==> src/rtl/time_setter.sv <==
// time_setter: debounces MODE/INC and runs the hours/minutes set-mode FSM,
// producing the counter load pulse, display values and edit-field blink mask.
module time_setter #(
   parameter int DEBOUNCE_CYCLES = 1_000_000,
   parameter int BLINK_CYCLES    = 12_500_000,
   parameter int TIMEOUT_CYCLES  = 500_000_000
) (
   input  logic       clk,
   input  logic       rst,
   input  logic       btn_mode_n,
   input  logic       btn_inc_n,
   input  logic [5:0] cur_hours,
   input  logic [5:0] cur_minutes,
   output logic       load,
   output logic [5:0] load_hours,
   output logic [5:0] load_minutes,
   output logic [5:0] show_hours,
   output logic [5:0] show_minutes,
   output logic       editing,
   output logic [5:0] blank_mask
);
   localparam int DW = $clog2(DEBOUNCE_CYCLES);
   localparam int BW = $clog2(BLINK_CYCLES + 1);
   localparam int TW = $clog2(TIMEOUT_CYCLES + 1);
   typedef enum logic [1:0] {RUN, SET_HOURS, SET_MINUTES, COMMIT} state_t;
   state_t        r_state;
   logic [1:0]    w_raw, r_s1, r_s2, r_db, r_db_d;
   logic [DW-1:0] r_dcnt [2];
   logic          r_load, r_phase;
   logic [5:0]    r_edit_h, r_edit_m;
   logic [TW-1:0] r_idle;
   logic [BW-1:0] r_bcnt;
   logic          w_mode, w_inc, w_editing, w_timeout, w_bwrap, w_bclr;
   // bit 0 = MODE, bit 1 = INC; all levels are active-low
   assign w_raw = {btn_inc_n, btn_mode_n};
   always_ff @(posedge clk or negedge rst)
      if (!rst) begin
         r_s1   <= '1;
         r_s2   <= '1;
         r_db   <= '1;
         r_db_d <= '1;
         r_dcnt <= '{default: '0};
      end else begin
         r_s1   <= w_raw;
         r_s2   <= r_s1;
         r_db_d <= r_db;
         for (int i = 0; i < 2; i++)
            if (r_s2[i] == r_db[i]) r_dcnt[i] <= '0;
            else if (r_dcnt[i] == DW'(DEBOUNCE_CYCLES - 1)) begin
               r_db[i]   <= r_s2[i];
               r_dcnt[i] <= '0;
            end else r_dcnt[i] <= r_dcnt[i] + 1'b1;
      end
   assign w_mode    = r_db_d[0] & ~r_db[0];
   assign w_inc     = r_db_d[1] & ~r_db[1];
   assign w_editing = (r_state == SET_HOURS) || (r_state == SET_MINUTES);
   assign w_timeout = r_idle == TW'(TIMEOUT_CYCLES - 1);
   assign w_bwrap   = r_bcnt == BW'(BLINK_CYCLES - 1);
   // any press while editing either enters a new edit state or changes the value
   assign w_bclr    = !w_editing || w_mode || w_inc;
   always_ff @(posedge clk or negedge rst)
      if (!rst) begin
         r_state  <= RUN;
         r_load   <= 1'b0;
         r_edit_h <= '0;
         r_edit_m <= '0;
         r_idle   <= '0;
         r_bcnt   <= '0;
         r_phase  <= 1'b0;
      end else begin
         r_load  <= 1'b0;
         r_idle  <= (w_editing && !w_mode && !w_inc && !w_timeout) ? r_idle + 1'b1 : '0;
         r_bcnt  <= (w_bclr || w_bwrap) ? '0 : r_bcnt + 1'b1;
         r_phase <= !w_bclr && (r_phase ^ w_bwrap);
         case (r_state)
            RUN:
               if (w_mode) begin
                  r_state  <= SET_HOURS;
                  r_edit_h <= cur_hours;
                  r_edit_m <= cur_minutes;
               end
            SET_HOURS:
               if (w_mode) r_state <= SET_MINUTES;
               else if (w_inc) r_edit_h <= (r_edit_h == 6'd23) ? 6'd0 : r_edit_h + 6'd1;
               else if (w_timeout) r_state <= RUN;
            SET_MINUTES:
               if (w_mode) begin
                  r_state <= COMMIT;
                  r_load  <= 1'b1;
               end else if (w_inc) r_edit_m <= (r_edit_m == 6'd59) ? 6'd0 : r_edit_m + 6'd1;
               else if (w_timeout) r_state <= RUN;
            default: r_state <= RUN;
         endcase
      end
   assign load         = r_load;
   assign load_hours   = r_edit_h;
   assign load_minutes = r_edit_m;
   assign editing      = w_editing;
   assign show_hours   = w_editing ? r_edit_h : cur_hours;
   assign show_minutes = w_editing ? r_edit_m : cur_minutes;
   assign blank_mask   = (r_state == SET_HOURS)   ? {r_phase, r_phase, 4'b0} :
                         (r_state == SET_MINUTES) ? {2'b0, r_phase, r_phase, 2'b0} : 6'b0;
endmodule

==> config.mk <==
export PLATFORM = sky130hd
export DESIGN_NAME = time_setter
export DESIGN_NICKNAME = d
export VERILOG_FILES = /design/src/rtl/time_setter.sv
export SDC_FILE = /design/constraint.sdc
export NUM_CORES = 1
export LEC_CHECK = 0
export BUFFER_PORTS_ARGS = -buffer_cell sky130_fd_sc_hd__buf_2
export CAP_MARGIN = 15
export CORE_UTILIZATION = 40
export CTS_CLUSTER_SIZE = 8
export DETAILED_ROUTE_END_ITERATION = 16
export MAX_ROUTING_LAYER = met4
export PLACE_DENSITY = 0.65
export RECOVER_POWER = 50
export REMOVE_ABC_BUFFERS = 1
export SLEW_MARGIN = 20
export SYNTH_ARGS = -nofsm -noshare
export SYNTH_HDL_FRONTEND = slang
export SYNTH_SLANG_ARGS = --single-unit
==> constraint.sdc <==
create_clock -name clk -period 2.8 [get_ports clk]
set_input_delay 0.14 -clock clk [delete_from_list [all_inputs] [get_ports clk]]
set_output_delay 0.14 -clock clk [all_outputs]
set_load 0.05 [all_outputs]
==> results of run 1 <==
flip-flops by register name (all words and copies together), names as in the netlist:
register and flops:
r_dcnt 40, r_state 2, r_idle 29, load_hours 6
load_minutes 6, r_db 2, r_phase 1, r_db_d 2
r_bcnt 24, load 1, r_s1 2, r_s2 2
cell type report:
type	instances	area share
clock buffer	19	0.0630
clock inverter	13	0.0256
inverter	15	0.00801
multi-input combinational	461	0.404
sequential	117	0.418
tap	184	0.0328
timing repair buffer	62	0.0488
per-stage QoR:
stage | hold slack, ns | util
3_3_place_gp | 0.215 | 0.438
2_1_floorplan | -0.156 | -
3_5_place_dp | 0.228 | 0.438
6_report | 0.0290 | 0.483
5_1_grt | 0.0250 | 0.483
4_1_cts | 0.0205 | 0.485
power groups by stage:
stage	clock, W	sequential [W]	combinational, W
after floorplan	0	0.00174	0.0000702
after global placement	0	0.00174	0.000131
after detailed placement	0	0.00174	0.000134
after CTS	0.00233	0.00171	0.000141
after global routing	0.00241	0.00171	0.000153
final	0.00228	0.00171	0.000135
worst max-delay path, cell delays in order (launching register included):
cell,delay [ns]
dfrtp_1,0.42
or4b_1,0.51
or4_1,0.42
nor3_2,0.23
or2_1,0.12
buf_4,0.25
nor2_1,0.09
cell families (layout without fill, tap and decap cells):
family          Yosys count  in the layout  synth area share
fa+ha+maj                10             10            0.0210
compound gates           36             36            0.0385
simple gates            308            308             0.254
flops                   117            117             0.494
mux                      18             18            0.0332
other cells               1              2          0.000630
xor+xnor                 87             87             0.128
buf+inv                  35            109            0.0307
cells in the final DEF (no fill, tap or decap), types with 3 or more instances in the layout:
master,count
clkbuf_16,17
clkinvlp_4,3
dlygate4sd3_1,6
or4_1,3
nor3_1,12
dfstp_2,6
a21oi_1,11
and3_1,14
buf_2,32
clkbuf_1,15
xor2_1,52
mux2_2,14
xnor2_1,35
mux2i_1,4
nor4b_1,4
o21ai_0,11
ha_1,10
nand2_1,40
nand3_1,48
clkinv_2,4
nor2b_1,4
nand2b_1,3
buf_4,8
and4_1,10
bufinv_16,4
inv_1,15
nor2_1,122
nand4_1,25
or3_1,3
dfrtp_1,109
nor4_1,7
repair_timing:
item	CTS	global route
endpoints found under the setup margin	0	0
gates resized for setup	0	0
hold endpoints to repair	57	0
buffers inserted	0	0
hold buffers	6	0
metal layers:
metal / vias to the layer above / wire length [µm] / share of wire
met5: - / 0 / 0
met4: 0 / 227 / 0.020
met3: 20 / 515 / 0.045
met2: 112 / 5270 / 0.46
met1: 2202 / 5540 / 0.48
li1: 2235 / - / -
final timing paths:
path	from	end	slack (ns)	cells after the start
setup reg to reg	r_bcnt[14]	r_bcnt[13]	0.64	6
hold / removal	cur_minutes[4]	load_minutes[4]	0.03	3
setup / recovery	r_bcnt[14]	r_bcnt[13]	0.64	6
hold reg to reg	r_s1[1]	r_s2[1]	0.36	0
max in group asynchronous	rst	r_idle[3]	0.77	3
min in group asynchronous	rst	r_bcnt[21]	0.55	2
==> flow_summary.toml, run 1 <==
[outcome]
status = "completed"

[power_and_ir_drop]
p_leak_nw = 2.88
power_w = 0.00413
power.internal_w = 0.00325
p_comb_frac = 0.033
power_density_nw_per_um2 = 587
ir_drop_mv = 0.435
swShare = 0.213
p_clk_frac = 0.552
p_seq_frac = 0.415
power_switching_w = 0.000879

[routing]
drtIter0Drc = 157
ant_nets = 0
vias = 4569
drcViolationCount = 0
dr.pass1.iters = 4
vias_per_cell = 5.25
wl_per_cell_um = 13.3
wl_mm = 11.6

[floorplan]
die-area_um2 = 15400
row_count = 44
die_w_um = 124
coreArea_um2 = 14500
ios = 48
die_y_um = 124
start_util = 0.410

[setup_path]
startpoint_type = "flip-flop"
required_ns = 3.10
crit_fanout = 24
path_class = "reg2reg"
crit_path_end_kind = "flip-flop"
cp.arrival_ns = 2.46

[synthesis]
yosys_warnings = 0
synth-edff-count = 0
syn_avg_cell_area_um2 = 9.73
yosysTopAreaCellShare = 0.458
yosysTopAreaCell = "dfrtp_1"
synth-main-ff-cell = "dfrtp_1"
synthTopCellsByCount = "nor2_1 (122), dfrtp_1 (109), xor2_1 (52), nand3_1 (48), nand2_1 (40)"
ys_types = 50
synth_seq_area_share = 0.494
async_flop_share = 1.00
synth-seq-cells = 117
synthCells = 612
yosys-top-cells-area = "dfrtp_1 (46%), nor2_1 (7.7%), xor2_1 (7.7%)"
netlist_area_um2 = 5950
yosysMostFrequentCell = "nor2_1"

[timing]
setup_viol = 0
slew_headroom = 0.125
finalHoldViolCount = 0
skew_ns = 0.00907
fmax_mhz = 462
rsz0062_at_grt = "false"
finalMaxSlewViolations = 0
tightest_slew_ns = 1.31
worst_slack_ns = 0.637
finalSetupTns_ns = 0
period_needed_ns = 2.16
finalCritPeriodShare = 0.773

[grt]
met2_usage = 0.256
grt_usage = 0.167
gr-total-overflow = 0
antenna_found_initial = 0
gr-usage-met1 = 0.208
grt_start_max_net_pins = 56
grt_use_met3 = 0.0467
grt_pass1_vias = 4261
grt_first_pass_wirelength_mm = 19.5
grt-busiest-layer = "met2"

[clock_network]
cts_sinks = 117
clk_latency_ns = 0.42
cts_tree = "done"
root_buffer = "clkbuf_16"
htreeDepth = 4
cts.clk_slew.worst_paths_ns = 0.05
numCtsBuffers = 17
clockBufferDepth = 2

[flow_run]
maxCapViolCount = 0

[placement]
io_buffers = 45
dp_slack_ns = 0.622
hpwlAfterDp_mm = 7.92
placed_cell_area_um2 = 6370
placed_cells = 833
routabilityCongestion = 0.841

[layout]
multi_input_area_um2 = 2840
final_area_um2 = 7030
drive_above_1_share = 0.143
final_cells = 871
filler_cell_count = 1339
antenna_cells = 0
nNetsFinal = 700
regArea_um2 = 2940
area_delta_synth_final_pct = 18.0

[worst_hold_path]
hp-class = "in2reg"
(Power assumes the default switching activity.)
==> run 2: changes to the inputs <==
clock period = 2.08 ns   (was 2.8 ns; I/O delays follow)
==> run 2 against run 1 <==
  * Cell area grew 2.1%
  * Clock power up 23%
  * Wire length grew 5.4%
  * Sequential power grew 35%
  * Largest power group unchanged
  * Highest routed layer unchanged
==> flow_summary.toml, run 2 (synthesis results as in run 1) <==
[setup_path]
startpoint_type = "flip-flop"
r2r_start = "r_bcnt[14]"
path_class = "reg2out"
crit_fanout = 10
cp-startpoint = "r_state[1]"
required_ns = 1.98
endpoint = "blank_mask[5]"
crit_path_end_kind = "output port"
r2r_setup_slack_ns = 0.08
reg2reg_depth = 6
cp.arrival_ns = 1.92
r2r_end = "r_bcnt[18]"

[timing]
rsz0062_at_grt = "true"
worst_slack_ns = 0.0567
skew_ns = 0.00883
whs_ns = 0.0332
finalHoldViolCount = 0
setup_viol = 0
slew_headroom = 0.340
period_needed_ns = 2.02
tightest_slew_ns = 0.991
finalCritPeriodShare = 0.973
finalMaxSlewViolations = 0
fmax_mhz = 494

[floorplan]
start_util = 0.410
coreArea_um2 = 14500
die_w_um = 124
row_count = 44
die_y_um = 124
die-area_um2 = 15400
ios = 48

[clock_network]
clk_latency_ns = 0.41
htreeDepth = 4
cts_tree = "done"
numCtsBuffers = 17
cts.clk_slew.worst_paths_ns = 0.06
cts_sinks = 117
clockBufferDepth = 2
root_buffer = "clkbuf_16"

[layout]
final_cell_mix = "nor2_1 (122), dfrtp_1 (109), xor2_1 (52), nand3_1 (48), buf_2 (42)"
antenna_cells = 0
area_delta_synth_final_pct = 20.5
largest-register = "r_dcnt"
drive_above_1_share = 0.177
largest_reg_flops = 40
final_common_cell = "nor2_1"
top_regs = "r_dcnt (40), r_idle (29), r_bcnt (24)"
nNetsFinal = 716

[power_and_ir_drop]
ir_drop_mv = 0.453
p_seq_frac = 0.436
swShare = 0.216
p_comb_frac = 0.035
power_density_nw_per_um2 = 739
p_leak_nw = 2.98
power_switching_w = 0.00114
power.internal_w = 0.00416
p_clk_frac = 0.529

[grt]
met2_usage = 0.280
grt_usage = 0.174
grt_use_met3 = 0.0394
grt_first_pass_wirelength_mm = 20.3
gr-usage-met1 = 0.211
grt_pass1_vias = 4441
antenna_found_initial = 0
grt_start_max_net_pins = 73
grt-busiest-layer = "met2"
gr-total-overflow = 0

[placement]
dp_slack_ns = 0.0763
routabilityCongestion = 0.875
hpwlAfterDp_mm = 8.18
io_buffers = 45

[flow_run]
maxCapViolCount = 0

[routing]
wl_mm = 12.2
ant_nets = 0
drtIter0Drc = 209
drcViolationCount = 0
vias_per_cell = 5.22
wl_per_cell_um = 13.7
dr.pass1.iters = 5
vias = 4625

[worst_hold_path]
hp-class = "in2reg"
whs_path_depth = 3

[outcome]
status = "completed"
run 2: changes by cell type in the layout (fill, tap and decap cells not counted), sizes merged:
| cell | before | now |
|---|---|---|
| buf | 40 | 64 |
| clkbuf | 35 | 28 |
| bufinv | 4 | 2 |
| dlygate4sd3 | 6 | 8 |
| clkinvlp | 3 | 2 |
| inv | 16 | 15 |
run 2: what timing repair did:
item | CTS | global route
hold buffers | 8 | 0
hold endpoints to repair | 116 | 0
endpoints found under the setup margin | 11 | 33
gates resized for setup | 1 | 6
cloned | 0 | 1
buffers inserted | 0 | 1
run 2: power by group through the flow:
stage	registers [W]	clock network, W	logic [W]
CTS	0.00231	0.00288	0.000195
detailed placement	0.00235	0	0.000183
finish	0.00231	0.00280	0.000186
floorplan	0.00234	0	0.0000945
global route	0.00231	0.00297	0.000209
global placement	0.00235	0	0.000179
run 2: how the worst min path moves through the flow:
stage / startpoint / end / slack [ns]
2_1_floorplan: rst / load / -0.19
5_1_grt: cur_minutes[1] / load_minutes[1] / 0.06
6_report: cur_minutes[5] / load_minutes[5] / 0.03
3_3_place_gp: rst / r_bcnt[0] / -0.07
4_1_cts: cur_hours[0] / load_hours[0] / 0.01
3_5_place_dp: rst / r_bcnt[4] / -0.07
run 2: layer usage:
layer,part of all wire,up-vias
li1,-,2245
met5,0,-
met4,0.019,0
met1,0.46,2232
met2,0.48,123
met3,0.039,25
run 2: metrics by stage:
step                std cells  power, W  cell area [µm²]  TNS [ns]   util
global placement          845   0.00252             6480         0  0.446
global route              886   0.00549             7170    -0.416  0.494
CTS                       884   0.00538             7140         0  0.491
floorplan                 593   0.00244             5830    -10.22      -
detailed placement        845   0.00253             6480         0  0.446
finish                    886   0.00530             7170         0  0.494
run 2: worst max-delay path: stages, from the launching register on:
cell and delay (ns):
dfrtp_1 0.42, inv_1 0.13, ha_2 0.30, buf_4 0.20
and2_1 0.17, buf_2 0.28
run 2: final cells by class:
| class | instances | area [µm²] |
|---|---|---|
| Clock inverter | 9 | 104 |
| Inverter | 15 | 56.3 |
| Sequential cell | 117 | 2940 |
| Timing Repair Buffer | 78 | 532 |
| Multi-Input combinational cell | 461 | 2850 |
| Clock buffer | 22 | 464 |
| Tap cell | 184 | 230 |
| Fill cell | 1339 | 7360 |
==> run 3: changes to the inputs <==
CORE_MARGIN = 4   (was default)
RECOVER_POWER = 25   (was 50)
==> run 3 against run 2 <==
  * Sequential share of layout area down 0.32 points
  * Critical path depth unchanged
  * Maximum frequency up 0.90%
  * Combinational power up 2%
  * First-iteration DRC count up 4.3%
  * Register-to-register slack about the same
  * Via count down 0.37%
  * Cell area up 0.78%
  * Cell count up 0.11%
  * Wire length up 0.11%
  * Worst setup slack better by 0.018 ns
  * Die area up 9.9%
  * Critical path type unchanged
  * Largest power group unchanged
==> flow_summary.toml, run 3 (synthesis results as in run 1) <==
[outcome]
status = "completed"

[floorplan]
die_w_um = 130
coreArea_um2 = 14500
die-area_um2 = 16900
start_util = 0.410
die_y_um = 130
row_count = 44
ios = 48

[layout]
final_common_cell = "nor2_1"
top_regs = "r_dcnt (40), r_idle (29), r_bcnt (24)"
final_cells = 887
nNetsFinal = 716
utilization = 0.498
largest_reg_flops = 40
antenna_cells = 0
final_area_um2 = 7230
filler_cell_count = 1332
largest-register = "r_dcnt"
area_delta_synth_final_pct = 21.5
final_cell_mix = "nor2_1 (122), dfrtp_1 (109), xor2_1 (52), nand3_1 (48), buf_2 (42)"
drive_above_1_share = 0.179

[worst_hold_path]
hold_end = "load_hours[1]"
hp-start = "cur_hours[1]"
whs_path_depth = 3
hp-class = "in2reg"

[timing]
rsz0062_at_grt = "true"
finalCritPeriodShare = 0.964
finalMaxSlewViolations = 0
tightest_slew_ns = 1.10
setup_viol = 0
slew_headroom = 0.266
period_needed_ns = 2.01
finalSetupTns_ns = 0
finalHoldViolCount = 0
skew_ns = 0.0105
fmax_mhz = 499

[power_and_ir_drop]
swShare = 0.207
ir_drop_mv = 0.511
p_clk_frac = 0.545
p_leak_nw = 3.02
p_seq_frac = 0.420
power.internal_w = 0.00436
p_comb_frac = 0.035
power_w = 0.00549
power_density_nw_per_um2 = 760
power_switching_w = 0.00114

[grt]
grt_pass1_vias = 4622
grt_first_pass_wirelength_mm = 21.2
grt_start_max_net_pins = 43
grt_usage = 0.158
antenna_found_initial = 0
gr-total-overflow = 0

[routing]
drtIter0Drc = 218
vias = 4608
dr.pass1.iters = 4
wl_per_cell_um = 13.7
ant_nets = 0
wl_mm = 12.2
vias_per_cell = 5.20
drcViolationCount = 0

[setup_path]
crit_family = "buffers and inverters"
reg2reg_depth = 6
crit_fanout = 7
cp_slowest_cell = "dfrtp_1"
cp-startpoint = "r_state[1]"
crit_path_cell_trace = "inv_1 -> ha_4 -> clkbuf_16 -> mux2_2 -> buf_2"
r2r_setup_slack_ns = 0.09
required_ns = 1.98
startpoint_type = "flip-flop"
crit_path_end_kind = "output port"
r2r_end = "r_bcnt[21]"
path_class = "reg2out"
r2r_start = "r_bcnt[14]"
cp.arrival_ns = 1.90
max_stage_delay_ns = 0.39
critical_path_buf_inv_count = 3

[clock_network]
htreeDepth = 4
clk_latency_ns = 0.41
post_cts_buffers = 0
numCtsBuffers = 17
root_buffer = "clkbuf_16"
cts_sinks = 117
cts_tree = "done"
cts.clk_slew.worst_paths_ns = 0.06
clockBufferDepth = 2

[placement]
placed_cells = 847
routabilityCongestion = 0.869
placed_cell_area_um2 = 6510
io_buffers = 45
hpwlAfterDp_mm = 8.31

[flow_run]
maxCapViolCount = 0
run 3: final cells by class:
type / count / area [µm²] / share of cell area
multi-input cells: 461 / 2850 / 0.394
flip-flops and latches: 117 / 2940 / 0.406
repair buffers: 78 / 546 / 0.0754
well taps: 184 / 230 / 0.0318
clock inverters: 8 / 121 / 0.0168
clock buffers: 24 / 492 / 0.0680
inverters: 15 / 56.3 / 0.00779
run 3: tightest hold or removal path, delay by kind of cell:
family | cells | cell delay, ns
buffers and inverters | 1 | 0.09
multiplexers | 1 | 0.06
AO/OA/AOI/OAI | 1 | 0.13
run 3: what timing repair did:
action,CTS,global route
resized for setup,1,5
endpoints found under the setup margin,11,27
cloned,0,1
hold buffers,7,0
hold endpoints to repair,42,0
run 3: how the worst max path moves through the flow:
stage | endpoint | cells after the start | slack (ns)
CTS | show_hours[3] | 5 | 0.02
detailed placement | r_bcnt[3] | 6 | 0.09
global placement | r_bcnt[4] | 6 | 0.08
global route | r_bcnt[20] | 6 | -0.02
floorplan | show_hours[4] | 3 | -0.33
finish | show_hours[2] | 5 | 0.07
run 3: metal layers:
| layer | share of wire | up-vias | global-route usage |
|---|---|---|---|
| met5 | 0 | - | - |
| li1 | - | 2269 | - |
| met2 | 0.48 | 88 | 0.255 |
| met3 | 0.041 | 12 | 0.0344 |
| met1 | 0.46 | 2239 | 0.196 |
| met4 | 0.013 | 0 | 0.0593 |
run 3: per-stage QoR:
| stage | hold WS (ns) | setup slack (ns) |
|---|---|---|
| floorplan | -0.192 | -0.326 |
| global placement | 0.132 | 0.0808 |
| detailed placement | 0.145 | 0.0904 |
| CTS | 0.0122 | 0.0236 |
| global route | 0.0254 | -0.0181 |
| finish | 0.0195 | 0.0748 |
run 3: power by group through the flow:
stage | Combinational (W) | Sequential [W] | Clock [W]
after floorplan | 0.0000945 | 0.00234 | 0
after global placement | 0.000182 | 0.00235 | 0
after detailed placement | 0.000187 | 0.00235 | 0
after CTS | 0.000198 | 0.00231 | 0.00306
after global routing | 0.000211 | 0.00231 | 0.00317
final | 0.000190 | 0.00231 | 0.00300
